[src/rtl/pipe_control_unit_pkg.sv]
// Shared constants for the pipelined MIPS-lite control unit: opcodes, ALU encodings
// and the layout of the control word carried down the pipe.
package pipe_control_unit_pkg;

    localparam logic [5:0] OP_R     = 6'b000000;
    localparam logic [5:0] OP_ORI   = 6'b001101;
    localparam logic [5:0] OP_XORI  = 6'b001110;
    localparam logic [5:0] OP_LUI   = 6'b001111;
    localparam logic [5:0] OP_ADDIU = 6'b001001;
    localparam logic [5:0] OP_LW    = 6'b100011;
    localparam logic [5:0] OP_SW    = 6'b101011;
    localparam logic [5:0] OP_BEQ   = 6'b000100;
    localparam logic [5:0] OP_JAL   = 6'b000011;

    localparam logic [2:0] ALU_ADD   = 3'b000;
    localparam logic [2:0] ALU_SUB   = 3'b001;
    localparam logic [2:0] ALU_OR    = 3'b010;
    localparam logic [2:0] ALU_RTYPE = 3'b011;
    localparam logic [2:0] ALU_XOR   = 3'b100;
    localparam logic [2:0] ALU_LUI   = 3'b101;

    // Flag positions above the alu_op field; absolute bit = ALU_OP_W + F_*.
    localparam int FLAG_W      = 9;
    localparam int F_EXT_OP    = 0;
    localparam int F_REG_WRITE = 1;
    localparam int F_ALU_SRC   = 2;
    localparam int F_MEM_WRITE = 3;
    localparam int F_MEM_READ  = 4;
    localparam int F_WB_MUX    = 5;
    localparam int F_JMP       = 6;
    localparam int F_BRANCH    = 7;
    localparam int F_REG_DST   = 8;

    localparam int ALU_OP_W_DEF = 3;
    localparam int CTRL_W       = FLAG_W + ALU_OP_W_DEF;
    localparam int MEM_CTRL_W   = 4;
    localparam int WB_CTRL_W    = 2;

    typedef struct packed {
        logic reg_dst;
        logic branch;
        logic jmp;
        logic wb_mux;
        logic mem_read;
        logic mem_write;
        logic alu_src;
        logic reg_write;
        logic ext_op;
    } ctrl_flags_t;

endpackage

[src/rtl/control_decoder.sv]
// Combinational main decoder: opcode/valid to control word, illegal flag and
// whether the instruction reads rt (for load-use detection).
module control_decoder
    import pipe_control_unit_pkg::*;
#(
    parameter int ALU_OP_W = 3
) (
    input  logic [5:0]                 op,
    input  logic                       valid,
    output logic [FLAG_W+ALU_OP_W-1:0] ctrl,
    output logic                       illegal,
    output logic                       uses_rt
);

    ctrl_flags_t flags_s;
    logic [2:0]  alu_s;
    logic        unknown_s;

    // Opcode table; an unknown opcode leaves the word all-zero.
    always_comb begin
        flags_s   = '0;
        alu_s     = ALU_ADD;
        unknown_s = 1'b0;
        uses_rt   = 1'b0;
        case (op)
            OP_R: begin
                flags_s.reg_dst   = 1'b1;
                flags_s.reg_write = 1'b1;
                alu_s             = ALU_RTYPE;
                uses_rt           = 1'b1;
            end
            OP_ORI: begin
                flags_s.alu_src   = 1'b1;
                flags_s.reg_write = 1'b1;
                alu_s             = ALU_OR;
            end
            OP_XORI: begin
                flags_s.alu_src   = 1'b1;
                flags_s.reg_write = 1'b1;
                alu_s             = ALU_XOR;
            end
            OP_LUI: begin
                flags_s.alu_src   = 1'b1;
                flags_s.reg_write = 1'b1;
                alu_s             = ALU_LUI;
            end
            OP_ADDIU: begin
                flags_s.alu_src   = 1'b1;
                flags_s.reg_write = 1'b1;
                flags_s.ext_op    = 1'b1;
            end
            OP_LW: begin
                flags_s.wb_mux    = 1'b1;
                flags_s.mem_read  = 1'b1;
                flags_s.alu_src   = 1'b1;
                flags_s.reg_write = 1'b1;
                flags_s.ext_op    = 1'b1;
            end
            OP_SW: begin
                flags_s.mem_write = 1'b1;
                flags_s.alu_src   = 1'b1;
                flags_s.ext_op    = 1'b1;
                uses_rt           = 1'b1;
            end
            OP_BEQ: begin
                flags_s.branch    = 1'b1;
                flags_s.ext_op    = 1'b1;
                alu_s             = ALU_SUB;
                uses_rt           = 1'b1;
            end
            OP_JAL: begin
                flags_s.jmp       = 1'b1;
                flags_s.reg_write = 1'b1;
            end
            default: unknown_s = 1'b1;
        endcase
    end

    assign ctrl    = valid ? {flags_s, ALU_OP_W'(alu_s)} : {(FLAG_W+ALU_OP_W){1'b0}};
    assign illegal = valid & unknown_s;

endmodule

[src/rtl/pipe_control_unit.sv]
// Pipelined control unit: decodes ID, carries control through ID/EX, EX/MEM, MEM/WB,
// and resolves freeze, redirect flush and load-use stall.
module pipe_control_unit
    import pipe_control_unit_pkg::*;
#(
    parameter int ALU_OP_W = 3,
    parameter int REG_AW   = 5,
    parameter int CNT_W    = 16,
    parameter int LINK_REG = 31
) (
    input  logic                       clk,
    input  logic                       rst,
    input  logic [5:0]                 id_op,
    input  logic [REG_AW-1:0]          id_rs,
    input  logic [REG_AW-1:0]          id_rt,
    input  logic [REG_AW-1:0]          id_rd,
    input  logic                       id_valid,
    input  logic                       ex_redirect,
    input  logic                       mem_busy,
    output logic                       pc_en,
    output logic                       if_id_en,
    output logic                       if_id_flush,
    output logic [FLAG_W+ALU_OP_W-1:0] ex_ctrl,
    output logic [REG_AW-1:0]          ex_dst,
    output logic [MEM_CTRL_W-1:0]      mem_ctrl,
    output logic [REG_AW-1:0]          mem_dst,
    output logic [WB_CTRL_W-1:0]       wb_ctrl,
    output logic [REG_AW-1:0]          wb_dst,
    output logic                       ex_illegal,
    output logic [CNT_W-1:0]           stall_cnt
);

    localparam int CW          = FLAG_W + ALU_OP_W;
    localparam int B_REG_DST   = ALU_OP_W + F_REG_DST;
    localparam int B_JMP       = ALU_OP_W + F_JMP;
    localparam int B_WB_MUX    = ALU_OP_W + F_WB_MUX;
    localparam int B_MEM_READ  = ALU_OP_W + F_MEM_READ;
    localparam int B_MEM_WRITE = ALU_OP_W + F_MEM_WRITE;
    localparam int B_REG_WRITE = ALU_OP_W + F_REG_WRITE;

    logic [CW-1:0]         dec_ctrl;
    logic                  dec_illegal;
    logic                  dec_uses_rt;
    logic [REG_AW-1:0]     dec_dst;
    logic                  load_use;
    logic [CNT_W-1:0]      cnt_inc;

    logic [CW-1:0]         ex_ctrl_d,    ex_ctrl_q;
    logic [REG_AW-1:0]     ex_dst_d,     ex_dst_q;
    logic                  ex_illegal_d, ex_illegal_q;
    logic [MEM_CTRL_W-1:0] mem_ctrl_d,   mem_ctrl_q;
    logic [REG_AW-1:0]     mem_dst_d,    mem_dst_q;
    logic [WB_CTRL_W-1:0]  wb_ctrl_d,    wb_ctrl_q;
    logic [REG_AW-1:0]     wb_dst_d,     wb_dst_q;
    logic [CNT_W-1:0]      stall_cnt_d,  stall_cnt_q;

    control_decoder #(.ALU_OP_W(ALU_OP_W)) u_decoder (
        .op      (id_op),
        .valid   (id_valid),
        .ctrl    (dec_ctrl),
        .illegal (dec_illegal),
        .uses_rt (dec_uses_rt)
    );

    // Non-writing instructions carry dst=0 so they never match a hazard compare.
    always_comb begin
        if (!dec_ctrl[B_REG_WRITE]) begin
            dec_dst = {REG_AW{1'b0}};
        end else if (dec_ctrl[B_REG_DST]) begin
            dec_dst = id_rd;
        end else if (dec_ctrl[B_JMP]) begin
            dec_dst = REG_AW'(LINK_REG);
        end else begin
            dec_dst = id_rt;
        end
    end

    assign load_use = ex_ctrl_q[B_MEM_READ] && (ex_dst_q != {REG_AW{1'b0}}) &&
                      ((ex_dst_q == id_rs) || (dec_uses_rt && (ex_dst_q == id_rt)));

    assign cnt_inc = (stall_cnt_q == {CNT_W{1'b1}}) ? stall_cnt_q
                                                    : stall_cnt_q + {{(CNT_W-1){1'b0}}, 1'b1};

    // Hazard priority: reset, freeze, redirect, load-use, normal advance.
    always_comb begin
        pc_en        = 1'b1;
        if_id_en     = 1'b1;
        if_id_flush  = 1'b0;
        ex_ctrl_d    = ex_ctrl_q;
        ex_dst_d     = ex_dst_q;
        ex_illegal_d = ex_illegal_q;
        mem_ctrl_d   = mem_ctrl_q;
        mem_dst_d    = mem_dst_q;
        wb_ctrl_d    = wb_ctrl_q;
        wb_dst_d     = wb_dst_q;
        stall_cnt_d  = stall_cnt_q;
        if (rst) begin
            pc_en    = 1'b1;
            if_id_en = 1'b1;
        end else if (mem_busy) begin
            pc_en       = 1'b0;
            if_id_en    = 1'b0;
            stall_cnt_d = cnt_inc;
        end else begin
            wb_ctrl_d  = mem_ctrl_q[WB_CTRL_W-1:0];
            wb_dst_d   = mem_dst_q;
            mem_ctrl_d = {ex_ctrl_q[B_MEM_READ], ex_ctrl_q[B_MEM_WRITE],
                          ex_ctrl_q[B_WB_MUX],   ex_ctrl_q[B_REG_WRITE]};
            mem_dst_d  = ex_dst_q;
            if (ex_redirect) begin
                if_id_flush  = 1'b1;
                ex_ctrl_d    = {CW{1'b0}};
                ex_dst_d     = {REG_AW{1'b0}};
                ex_illegal_d = 1'b0;
                stall_cnt_d  = cnt_inc;
            end else if (load_use) begin
                pc_en        = 1'b0;
                if_id_en     = 1'b0;
                ex_ctrl_d    = {CW{1'b0}};
                ex_dst_d     = {REG_AW{1'b0}};
                ex_illegal_d = 1'b0;
                stall_cnt_d  = cnt_inc;
            end else begin
                ex_ctrl_d    = dec_ctrl;
                ex_dst_d     = dec_dst;
                ex_illegal_d = dec_illegal;
            end
        end
    end

    // Pipe control registers and stall counter.
    always_ff @(posedge clk) begin
        if (rst) begin
            ex_ctrl_q    <= {CW{1'b0}};
            ex_dst_q     <= {REG_AW{1'b0}};
            ex_illegal_q <= 1'b0;
            mem_ctrl_q   <= {MEM_CTRL_W{1'b0}};
            mem_dst_q    <= {REG_AW{1'b0}};
            wb_ctrl_q    <= {WB_CTRL_W{1'b0}};
            wb_dst_q     <= {REG_AW{1'b0}};
            stall_cnt_q  <= {CNT_W{1'b0}};
        end else begin
            ex_ctrl_q    <= ex_ctrl_d;
            ex_dst_q     <= ex_dst_d;
            ex_illegal_q <= ex_illegal_d;
            mem_ctrl_q   <= mem_ctrl_d;
            mem_dst_q    <= mem_dst_d;
            wb_ctrl_q    <= wb_ctrl_d;
            wb_dst_q     <= wb_dst_d;
            stall_cnt_q  <= stall_cnt_d;
        end
    end

    assign ex_ctrl    = ex_ctrl_q;
    assign ex_dst     = ex_dst_q;
    assign ex_illegal = ex_illegal_q;
    assign mem_ctrl   = mem_ctrl_q;
    assign mem_dst    = mem_dst_q;
    assign wb_ctrl    = wb_ctrl_q;
    assign wb_dst     = wb_dst_q;
    assign stall_cnt  = stall_cnt_q;

endmodule

[config.mk]
export PLATFORM = sky130hd
export DESIGN_NAME = pipe_control_unit
export DESIGN_NICKNAME = d
export VERILOG_FILES = /design/src/rtl/pipe_control_unit_pkg.sv /design/src/rtl/control_decoder.sv /design/src/rtl/pipe_control_unit.sv
export SDC_FILE = /design/constraint.sdc
export NUM_CORES = 1
export LEC_CHECK = 0
export ABC_AREA = 0
export CORE_UTILIZATION = 51
export CTS_CLUSTER_DIAMETER = 150
export CTS_CLUSTER_SIZE = 14
export DETAILED_ROUTE_END_ITERATION = 12
export PLACE_DENSITY_LB_ADDON = 0.15
export SLEW_MARGIN = 5
export SYNTH_ARGS = -nofsm -noshare
export SYNTH_HDL_FRONTEND = slang
export SYNTH_SLANG_ARGS = --single-unit
[constraint.sdc]
create_clock -name clk -period 6.85 [get_ports clk]
set_clock_uncertainty 0.1 [all_clocks]
set_input_delay 1.0275 -clock clk [delete_from_list [all_inputs] [get_ports clk]]
set_output_delay 1.0275 -clock clk [all_outputs]
set_load 0.03 [all_outputs]
==> flow_summary.toml <==
[clocking]
path_clk_slew_ps = 80
htreeDepth = 2
numCtsBuffers = 5
insertion_delay_ps = 300
post_cts_buffers = 0
ctsResizeCount = 0
cts_buffer_depth = 2
cts_sinks = 48
cts_tree = "built"
cts_root_buf = "clkbuf_8"
cts_hold_buf = 0

[synth]
synthCells = 289
synth_edf_count = 0
syn_nets = 316
synth_warnings = 0
synth_seq_cells = 48
post-synth-top-count-cell = "dfxtp_1"
synthTopCellsByCount = "dfxtp_1, nor2_1, nand2_1, a21oi_1, mux2i_1"
async_flop_share_pct = 0
yosysTopAreaCell = "dfxtp_1"
synthFlopType = "dfxtp_1"
yosys.area.top_type_share_pct = 37.0
syn_area_um2 = 2590
synth_cell_types = 57
synth.area.top_cells = "dfxtp_1, mux2i_1, nor2_1, a21oi_1, nand2_1"
avgSynthCellArea_um2 = 8.98
ys_seq_area_share_pct = 37.0

[route]
drtPass1Iterations = 4
vias = 2391
drt_iter0_markers = 136
ant_nets = 0
totalWireLength_um = 6120
wire_per_inst_um = 14.4
drcViolationCount = 0
viasPerCell = 5.64

[setup_path]
end_kind = "primary output"
critPathBufInv = 2
required_ps = 5720
crit_family = "buffers and inverters"
crit_top_cell = "clkdlybuf4s50_1"
crit_path_start_kind = "primary input"
critPathSlowestCell = "clkdlybuf4s50_1"
crit_type = "primary input to primary output"
worstPathArrival_ps = 3620
critPathMaxStageDelay_ps = 680
worstPathMaxFanout = 15
crit_chain = "clkdlybuf4s50_1 -> nor3_1 -> a32oi_1 -> nor4b_2 -> o21ba_2 -> o21bai_1 -> clkdlybuf4s50_1"

[global_route]
grtUsageTotal_pct = 23.0
grt-ovfl-total = 0
antenna_found_initial = 0
grt_max_degree = 47
grt_pass1_vias = 2081
grt_first_pass_wirelength_um = 9630

[die]
dieArea_um2 = 5380
die_w_um = 73.3
rows = 25
core-area_um2 = 4820
die_y_um = 73.3
start_util_pct = 53.9
pin_count = 79

[placement]
place_congestion = 0.928
dp_hpwl_um = 4330
portBuffers = 78

[timing]
setup_viol = 0
drv_slew = 0
finalHoldViolCount = 0
rsz0062_at_grt = "false"
period_needed_ps = 4750
timing.final.crit_share_pct = 69.4
fmax_ghz = 0.210
maxSlewHeadroom_pct = 31.8
tns_ps = 0
tightestPinTransition_ps = 1020
fin_hold_ws_ps = 357

[cells_and_area]
layout.nets = 383
num_antenna_cells = 0
fillers = 421
drive_above_1_share_pct = 12.9
area_growth_pct = 31.8

[job]
maxCapViolCount = 0

[min_path]
hold_class = "register to register"

[pwr]
p_per_area_nw_per_um2 = 155
p_leak_nw = 1.20
ir_drop_v = 0.000102

[outcome]
outcome = "finished, final reports clean"
-- power breakdown --
| part | total [mW] | switching, mW | leakage, nW | internal (mW) |
|---|---|---|---|---|
| sequential | 0.283 | 0.00257 | 0.387 | 0.281 |
| combinational | 0.0742 | 0.0404 | 0.772 | 0.0337 |
| clock | 0.173 | 0.0908 | 0.0455 | 0.0825 |
| total | 0.531 | 0.134 | 1.20 | 0.397 |
-- final cells by class --
class,instances,area [µm²],area share [%]
Multi-Input combinational cell,214,1460,42.7
Tap cell,67,83.8,2.45
Timing Repair Buffer,81,803,23.5
Inverter,6,22.5,0.659
Sequential cell,48,961,28.1
Clock buffer,8,90.1,2.63
-- path summary, 6_finish.rpt --
check        cells after the start               startpoint                         to  slack, ps
max reg2reg                      7   ex_dst[4]$_SDFFE_PP0N_  stall_cnt[5]$_SDFFE_PP0P_       3940
max                              7                 id_op[1]                   if_id_en       2100
min                              2  ex_ctrl[2]$_SDFFE_PP0N_    ex_ctrl[2]$_SDFFE_PP0N_        360
min reg2reg                      2  ex_ctrl[2]$_SDFFE_PP0N_    ex_ctrl[2]$_SDFFE_PP0N_        360
-- cells by family after synthesis --
kind of cell    synth area share [%]
compound gates                  19.2
buf+inv                         6.75
fa+ha+maj                      0.482
flops                           37.0
mux                             7.81
xor+xnor                        3.71
simple gates                    25.0
-- state kept, by name, indices dropped and copies added, names as in the netlist --
register    flops
wb_dst          5
ex_dst          5
ex_ctrl        11
wb_ctrl         2
stall_cnt      16
mem_dst         5
mem_ctrl        3
ex_illegal      1
-- worst reg2reg max path: stages, from the launching register on --
cell	delay (ps)
dfxtp_1	380
or4_1	550
o21ai_2	210
nor4_2	100
nor4_4	620
buf_4	410
nor3_2	100
mux2_4	330
-- metal layers --
layer  vias to the layer above  routed length [µm]  GRT usage [%]  part of all wire, %
li1                       1182                   -              -                    -
met1                      1115                2720           30.0                   44
met2                        84                3040           38.9                   50
met3                        10                 263           3.02                  4.3
met4                         0                  93           8.76                  1.5
met5                         -                   0              0                    0
-- cell usage in the layout (no fill, tap or decap), drive strengths merged, types with 5 or more instances in the layout --
cell            n
nor2b           7
nand3          11
a2bb2oi         5
and3            5
o21ai          17
a21oi          16
nor2           36
or4             6
a32oi           5
or3             5
o31ai           9
dfxtp          48
nand4           6
clkdlybuf4s50  78
inv             5
clkbuf          8
xnor2           7
nand2          19
mux2i          15
o22ai           6
-- stage by stage --
stage               cell area, µm²  util, %  worst slack (ps)  std cells  total power, mW
floorplan                     2590        -              3070        289            0.337
global placement              3330     69.1              2280        416            0.362
detailed placement            3330     69.1              2140        416            0.363
CTS                           3420     71.0              2140        424            0.534
global route                  3420     71.0              1960        424            0.550
finish                        3420     71.0              2100        424            0.531
No activity file was read; power rests on OpenSTA's default activity.
